$ cat config.mk
export PLATFORM = sky130hd
export DESIGN_NAME = onehot2bin_pipe
export DESIGN_NICKNAME = d
export VERILOG_FILES = /design/src/rtl/onehot2bin_pipe.sv
export SDC_FILE = /design/constraint.sdc
export NUM_CORES = 1
export LEC_CHECK = 0
export CAP_MARGIN = 20
export CELL_PAD_IN_SITES_DETAIL_PLACEMENT = 1
export CELL_PAD_IN_SITES_GLOBAL_PLACEMENT = 2
export CORE_ASPECT_RATIO = 2
export CORE_UTILIZATION = 34
export DETAILED_ROUTE_END_ITERATION = 12
export PLACE_DENSITY = 0.81
export SYNTH_ARGS = -nofsm -noshare
export SYNTH_HDL_FRONTEND = slang
export SYNTH_SLANG_ARGS = --single-unit
$ cat constraint.sdc
create_clock -name clk -period 2.6 [get_ports clk]
set_clock_uncertainty 0.15 [all_clocks]
set_input_delay 0.52 -clock clk [delete_from_list [all_inputs] [get_ports clk]]
set_output_delay 0.52 -clock clk [all_outputs]
set_load 0.03 [all_outputs]
$ cat src/rtl/onehot2bin_pipe.sv
// One-hot to binary encoder, two-stage group tree, zero/multi-hot flags, saturating error count (option: ONEHOT2BIN_PRIORITY_EN).
// Latency 2 cycles, throughput 1/cycle.
// Backpressure: in_ready = !v1 || !v2 || out_ready (combinational, no skid); holds up to 2 results.
module onehot2bin_pipe #(
  parameter int DATA_WIDTH = 16,
  parameter int GROUP      = 4,
  parameter int CNT_WIDTH  = 8
) (
  input  logic                          clk,
  input  logic                          rst_n,
  input  logic                          in_valid,
  output logic                          in_ready,
  input  logic [DATA_WIDTH-1:0]         din,
  output logic                          out_valid,
  input  logic                          out_ready,
  output logic [$clog2(DATA_WIDTH)-1:0] dout,
  output logic                          zero_err,
  output logic                          multi_err,
  output logic [CNT_WIDTH-1:0]          err_cnt,
  input  logic                          cnt_clr
);

  localparam int OW = $clog2(DATA_WIDTH);
  localparam int NG = (DATA_WIDTH + GROUP - 1) / GROUP;
  localparam int LW = $clog2(GROUP);
  localparam int GW = (NG > 1) ? $clog2(NG) : 1;
  localparam int PW = NG * GROUP;

  logic                  en1, en2, v1, v2;
  logic [PW-1:0]         din_pad;
  logic [NG-1:0][LW-1:0] idx_nxt, s1_idx;
  logic [NG-1:0]         hit_nxt, multi_nxt, s1_hit, s1_multi;
  logic [GW-1:0]         gidx;
  logic [LW-1:0]         lidx;
  logic [GW+LW-1:0]      cat;
  logic                  any_hit, many_hit;
  logic [OW-1:0]         dout_r;
  logic                  zero_r, multi_r;
  logic [CNT_WIDTH-1:0]  cnt;

  assign en2      = !v2 || out_ready;
  assign en1      = !v1 || en2;
  assign in_ready = en1;

  // Stage 1: per-group local index, hit and multi-hit detection.
  always_comb begin
    din_pad                 = '0;
    din_pad[DATA_WIDTH-1:0] = din;
    idx_nxt                 = '0;
    hit_nxt                 = '0;
    multi_nxt               = '0;
    for (int g = 0; g < NG; g++) begin
      for (int b = 0; b < GROUP; b++) begin
        if (din_pad[g*GROUP + b]) begin
          if (hit_nxt[g]) multi_nxt[g] = 1'b1;
`ifdef ONEHOT2BIN_PRIORITY_EN
          if (!hit_nxt[g]) idx_nxt[g] = LW'(b);
`else
          idx_nxt[g] = idx_nxt[g] | LW'(b);
`endif
          hit_nxt[g] = 1'b1;
        end
      end
    end
  end

  // Stage 2: combine groups into {group index, local index}.
  always_comb begin
    gidx     = '0;
    lidx     = '0;
    any_hit  = 1'b0;
    many_hit = |s1_multi;
    for (int g = 0; g < NG; g++) begin
      if (s1_hit[g]) begin
        if (any_hit) many_hit = 1'b1;
`ifdef ONEHOT2BIN_PRIORITY_EN
        if (!any_hit) begin
          gidx = GW'(g);
          lidx = s1_idx[g];
        end
`else
        gidx = gidx | GW'(g);
        lidx = lidx | s1_idx[g];
`endif
        any_hit = 1'b1;
      end
    end
    cat = {gidx, lidx};
  end

  always_ff @(posedge clk or negedge rst_n) begin
    if (!rst_n) begin
      v1  <= 1'b0;
      v2  <= 1'b0;
      cnt <= '0;
    end else begin
      if (en1) v1 <= in_valid;
      if (en2) v2 <= v1;
      // Clear takes priority over a coincident error transfer.
      if (cnt_clr)
        cnt <= '0;
      else if (v2 && out_ready && (zero_r || multi_r) && (cnt != '1))
        cnt <= cnt + CNT_WIDTH'(1);
    end
  end

  // Payload registers need no reset: outputs are gated by v2.
  always_ff @(posedge clk) begin
    if (en1 && in_valid) begin
      s1_idx   <= idx_nxt;
      s1_hit   <= hit_nxt;
      s1_multi <= multi_nxt;
    end
    if (en2 && v1) begin
      dout_r  <= OW'(cat);
      zero_r  <= !any_hit;
      multi_r <= many_hit;
    end
  end

  assign out_valid = v2;
  assign dout      = v2 ? dout_r : '0;
  assign zero_err  = v2 && zero_r;
  assign multi_err = v2 && multi_r;
  assign err_cnt   = cnt;

endmodule

==> results.py, run 1 <==
metrics = {
    "outcome": {
        "status": "completed",
    },
    "power_and_ir_drop": {
        "intPower_mw": 0.826,
        "vdd_drop_max_uv": 340,
        "pwr-share-seq_pct": 54.0,
        "p_per_area_nw_per_um2": 531,
        "fin_total_pwr_mw": 1.09,
        "clkPwrFrac_pct": 31.8,
        "p_sw_mw": 0.260,
        "power_frac_comb_pct": 14.2,
        "p_leak_nw": 0.704,
        "swShare_pct": 23.9,
    },
    "timing": {
        "finalWorstSetupSlack_ps": 290,
        "report.final.hold_viol_count": 0,
        "final.setup.tns_ps": 0,
        "relSlewSlack_pct": 66.4,
        "setup_viol": 0,
        "fmax_mhz": 433,
        "slew_violations": 0,
        "rsz0062_at_grt": "no",
        "post-route-min-period_ps": 2310,
        "finalCritPeriodShare_pct": 88.8,
        "tightest_slew_ps": 503,
    },
    "hold_path": {
        "hold_end": "out_valid",
        "min_delay_path_depth": 1,
        "hold_start": "v1",
        "hold_class": "flip-flop to flip-flop",
    },
    "worst_setup_path": {
        "cp_data_required_time_ps": 1930,
        "r2r_end": "err_cnt[0]",
        "reg2reg_depth": 4,
        "critical-path-slowest-cell": "clkdlybuf4s50_1",
        "arrival_ps": 1640,
        "r2r_start": "err_cnt[0]",
        "worstSetupPathType": "flip-flop to output port",
        "path_cells": "and2_2 -> clkdlybuf4s50_1",
        "start_kind": "flip-flop",
        "cp_top_family": "buffers and inverters",
        "path_buf_inv": 1,
        "crit_path_max_incr_delay_ps": 670,
        "rrSetupSlack_ps": 900,
        "cp-end-kind": "output port",
        "crit_fanout": 11,
    },
    "die": {
        "core_area_um2": 4340,
        "die_w_um": 49.6,
        "num_rows": 34,
        "die-area_um2": 4810,
        "die_h_um": 97.1,
        "start_util_pct": 35.4,
        "ios": 37,
    },
    "place": {
        "gp_congestion": 0.715,
        "hpwlAfterDp_um": 2730,
        "portBuffers": 36,
        "dp_slack_ps": 525,
    },
    "logic_synthesis": {
        "ys.warnings.count": 0,
        "syn-mean-instance-area_um2": 12.4,
        "synth_seq_cells": 32,
        "netlist_area_um2": 1540,
        "yosysSeqAreaShare_pct": 59.2,
        "synthDistinctLibCells": 36,
        "yosysTopAreaCellShare_pct": 43.0,
        "syn_inst": 124,
        "synth_top_area_cell": "edfxtp_1",
        "synthTopCellsByArea": "edfxtp_1 43%, dfrtp_1 16%, or2_2 4.1%",
        "synthesis.nets": 146,
    },
    "grt": {
        "overflow": 0,
        "grt_pass1_vias": 1285,
        "grt_usage_pct": 16.1,
        "grt_pass1_wl_um": 5800,
        "grt_max_degree": 17,
        "antenna_found_initial": 0,
    },
    "route": {
        "ant_nets": 0,
        "via_per_inst": 5.19,
        "remaining_drc_errors": 0,
        "routedWlPerCell_um": 15.2,
        "wl_um": 3360,
        "drtIter0Drc": 17,
        "drtPass1Iterations": 4,
        "dr_total_vias": 1148,
    },
    "cts": {
        "cts_buffers": 5,
        "clk_latency_ps": 280,
        "hold_buffers": 0,
        "post_cts_resize_count": 0,
        "cts_buffer_depth": 2,
        "post_cts_buffers": 0,
        "cts_tree": "yes",
        "h-tree-depth": 2,
        "cts_sinks": 32,
        "cts_root_buffer": "clkbuf_8",
        "path_clk_slew_ps": 60,
    },
    "finish": {
        "antenna_cells": 0,
        "syn_to_final_growth_pct": 32.9,
        "final_nets": 189,
        "drive_above_1_share_pct": 19.2,
        "fillers": 490,
    },
    "job": {
        "maxCapViolCount": 0,
    },
}
-- placed cells by master (no fill, tap or decap), types with 2 or more instances in the layout --
| cell | n |
|---|---|
| nand2_1 | 5 |
| nor3_1 | 7 |
| nor2b_1 | 3 |
| clkdlybuf4s50_1 | 35 |
| a21oi_1 | 3 |
| or3_1 | 4 |
| a211oi_1 | 2 |
| edfxtp_1 | 22 |
| maj3_1 | 5 |
| nor2_1 | 10 |
| and3_1 | 4 |
| nand2b_1 | 4 |
| clkbuf_8 | 5 |
| or2_2 | 10 |
| dfrtp_1 | 10 |
| buf_4 | 2 |
| and2_1 | 2 |
| a31oi_1 | 3 |
| and2_2 | 7 |
| a22oi_1 | 4 |
| clkinv_1 | 2 |
-- power by group through the flow --
stage / logic [mW] / clock network, mW / registers [mW]
6_report: 0.154 / 0.345 / 0.586
5_1_grt: 0.168 / 0.371 / 0.589
4_1_cts: 0.158 / 0.358 / 0.587
3_5_place_dp: 0.158 / 0 / 0.597
3_3_place_gp: 0.152 / 0 / 0.596
2_1_floorplan: 0.0708 / 0 / 0.600
-- worst max path at each step --
| stage | from | end | slack, ps | depth (start not counted) |
|---|---|---|---|---|
| final | out_valid | multi_err | 290 | 2 |
| after global placement | out_ready | in_ready | 530 | 3 |
| after global routing | out_valid | multi_err | 210 | 2 |
| after CTS | out_valid | multi_err | 270 | 2 |
| after floorplan | out_valid | s1_hit[0] | 670 | 2 |
| after detailed placement | out_ready | in_ready | 520 | 3 |
-- stage by stage --
step	util, %	area [µm²]	instances	hold slack (ps)
floorplan	-	1540	124	74.4
global placement	45.3	1970	214	315
detailed placement	45.3	1970	214	346
CTS	47.1	2040	221	361
global route	47.1	2040	221	382
finish	47.1	2040	221	349
-- synthesized netlist by cell type --
cell / n
or2_2: 10
mux2_4: 1
and2_2: 7
a311oi_2: 1
and2_0: 1
nand2b_1: 4
a21boi_2: 1
a21oi_1: 3
mux2i_1: 1
and4b_1: 1
nor3_2: 1
and4_2: 1
o21ai_0: 1
nand3b_1: 1
and4b_2: 1
nor2b_1: 3
or3_1: 4
and3_1: 4
ha_1: 1
a41oi_1: 1
a31oi_1: 3
nand2_1: 5
maj3_1: 5
edfxtp_1: 22
and2_1: 2
or2b_1: 1
nor2_1: 10
buf_1: 1
nor4_1: 1
o211a_1: 1
o2111a_2: 1
nor3_1: 7
a22oi_1: 4
dfrtp_1: 10
a211oi_2: 1
a211oi_1: 2
-- registers in the layout, summed over array words and instances (netlist names) --
signal	flops
out_valid	1
v1	1
s1_idx	8
s1_hit	4
zero_r	1
err_cnt	8
dout_r	4
s1_multi	4
multi_r	1
-- cells by family after synthesis --
| kind of cell | after synthesis | synth area share (%) |
|---|---|---|
| simple gates | 64 | 24.8 |
| compound gates | 19 | 10.0 |
| fa+ha+maj | 6 | 4.07 |
| flops | 32 | 59.2 |
| buf+inv | 1 | 0.244 |
| mux | 2 | 1.63 |
-- layout make-up --
class                      instances  area (µm²)  share of cell area, %
sequential                        32         911                   44.6
multi-input combinational         91         623                   30.5
timing repair buffer              37         365                   17.9
clock buffer                       5        68.8                   3.37
tap                               54        67.6                   3.31
clock inverter                     2        7.51                  0.367
-- layer usage --
metal / track usage (%) / part of all wire, % / wire (µm)
met1: 13.8 / 31 / 1050
met2: 33.0 / 64 / 2160
met3: 3.29 / 3.4 / 114
met4: 6.15 / 1.3 / 43
met5: 0 / 0 / 0
-- worst register-to-register path: cells and delay by family (launching register included) --
kind | cells | cell delay, ps
DFF | 1 | 440
adders and majority gates | 1 | 280
and+or+nand+nor | 1 | 210
muxes | 1 | 310
AOI/OAI and AO/OA | 1 | 190
No activity file was read; power rests on OpenSTA's default activity.
==> inputs of run 2 (changes only) <==
--- a/config.mk
+++ b/config.mk
@@ -7,2 +7,3 @@
 export LEC_CHECK = 0
+export ABC_CLOCK_PERIOD_IN_PS = 2600
 export CAP_MARGIN = 20
@@ -13,2 +14,3 @@
 export DETAILED_ROUTE_END_ITERATION = 12
+export GPL_ROUTABILITY_DRIVEN = 0
 export PLACE_DENSITY = 0.81
==> constraint.sdc (replaced) <==
create_clock -name clk -period 2.6 [get_ports clk]
set_clock_uncertainty 0.15 [all_clocks]
set_input_delay 0.78 -clock clk [delete_from_list [all_inputs] [get_ports clk]]
set_output_delay 0.78 -clock clk [all_outputs]
set_load 0.03 [all_outputs]
==> results.py, run 2 (synthesized netlist as in run 1, its figures left out) <==
metrics = {
    "die": {
        "ios": 37,
        "num_rows": 34,
        "die_w_um": 49.6,
        "core_area_um2": 4340,
        "die-area_um2": 4810,
        "start_util_pct": 35.4,
        "die_h_um": 97.1,
    },
    "worst_setup_path": {
        "worstSetupPathType": "primary input to output port",
        "start_kind": "primary input",
        "crit_fanout": 3,
        "arrival_ps": 1580,
        "rrSetupSlack_ps": 870,
        "cp_data_required_time_ps": 1670,
        "cp-end-kind": "output port",
        "r2r_start": "err_cnt[0]",
        "reg2reg_depth": 4,
        "r2r_end": "err_cnt[0]",
    },
    "finish": {
        "fillers": 475,
        "syn_to_final_growth_pct": 34.2,
        "antenna_cells": 0,
        "final_nets": 191,
        "final_cell_mix": "35 x clkdlybuf4s50_1, 22 x edfxtp_1, 10 x or2_2, 10 x nor2_1, 9 x dfrtp_1",
        "drive_above_1_share_pct": 20.6,
        "final_common_cell": "clkdlybuf4s50_1",
        "final_area_um2": 2060,
    },
    "cts": {
        "path_clk_slew_ps": 60,
        "cts_root_buffer": "clkbuf_8",
        "post_cts_buffers": 0,
        "cts_buffer_depth": 2,
        "cts_tree": "yes",
        "hold_buffers": 0,
        "clk_latency_ps": 280,
        "h-tree-depth": 2,
        "cts_sinks": 32,
        "cts_buffers": 5,
        "post_cts_resize_count": 0,
    },
    "grt": {
        "antenna_found_initial": 0,
        "grt_usage_pct": 17.0,
        "overflow": 0,
        "grt_pass1_vias": 1295,
        "grt_pass1_wl_um": 6030,
        "grt_max_degree": 17,
    },
    "timing": {
        "final.setup.tns_ps": 0,
        "tightest_slew_ps": 510,
        "finalCritPeriodShare_pct": 96.7,
        "report.final.hold_viol_count": 0,
        "fmax_mhz": 398,
        "post-route-min-period_ps": 2510,
        "rsz0062_at_grt": "no",
        "relSlewSlack_pct": 65.9,
        "setup_viol": 0,
        "slew_violations": 0,
    },
    "route": {
        "drtPass1Iterations": 4,
        "ant_nets": 0,
        "drtIter0Drc": 34,
        "via_per_inst": 5.23,
        "remaining_drc_errors": 0,
        "wl_um": 3580,
        "dr_total_vias": 1171,
        "routedWlPerCell_um": 16.0,
    },
    "hold_path": {
        "hold_class": "flip-flop to flip-flop",
        "min_delay_path_depth": 1,
        "hold_end": "out_valid",
        "hold_start": "v1",
    },
    "place": {
        "dpl_cell_area_um2": 1980,
        "portBuffers": 36,
        "hpwlAfterDp_um": 2900,
    },
    "outcome": {
        "status": "completed",
    },
    "power_and_ir_drop": {
        "intPower_mw": 0.838,
        "p_sw_mw": 0.266,
        "clkPwrFrac_pct": 32.4,
        "pwr-share-seq_pct": 53.2,
        "p_leak_nw": 0.714,
        "power_frac_comb_pct": 14.4,
        "p_per_area_nw_per_um2": 535,
        "vdd_drop_max_uv": 336,
        "swShare_pct": 24.1,
    },
    "job": {
        "maxCapViolCount": 0,
    },
}
## run 2: cell count changes in the layout (fill, tap and decap cells not counted), sizes merged
cell	delta
clkbuf	+2
clkinv	-1
buf	+2
## run 2: cell type report
cell class	count	area, µm²	share of cell area (%)
well taps	54	67.6	3.27
multi-input cells	91	623	30.2
flip-flops and latches	32	912	44.2
repair buffers	39	380	18.4
clock inverters	1	3.75	0.182
clock buffers	7	76.3	3.70
## run 2: worst max-delay path, cell delays in order
cell	delay, ps
clkdlybuf4s50_1	420
nand3b_1	200
buf_4	190
## run 2: how the worst max path moves through the flow
stage	start	to	cells past startpoint
after CTS	out_valid	dout[3]	2
after global routing	out_ready	in_ready	3
after detailed placement	out_ready	in_ready	3
after global placement	out_ready	in_ready	3
after floorplan	out_ready	s1_hit[0]	2
final	out_ready	in_ready	3
## run 2: through the flow
stage	worst slack, ps	hold slack, ps	utilization [%]	power [mW]	std cells
2_1_floorplan	482	299	-	0.670	124
3_3_place_gp	95.5	321	45.7	0.749	216
3_5_place_dp	76.3	334	45.7	0.760	216
4_1_cts	5.14	349	47.5	1.12	224
5_1_grt	13.8	364	47.5	1.15	224
6_report	86.1	345	47.5	1.10	224
## run 2: power by group through the flow
stage | clock network (mW) | logic [mW] | registers (mW)
after global placement | 0 | 0.153 | 0.596
after detailed placement | 0 | 0.162 | 0.598
after CTS | 0.371 | 0.162 | 0.587
final | 0.358 | 0.159 | 0.587
after global routing | 0.388 | 0.172 | 0.590
after floorplan | 0 | 0.0708 | 0.600
## run 2: layer usage
metal	GRT usage [%]	up-vias	share of wire, %
met1	14.6	577	31
met5	0	-	0
met4	6.59	0	1.5
met2	34.7	32	64
li1	-	557	-
met3	3.76	5	2.8
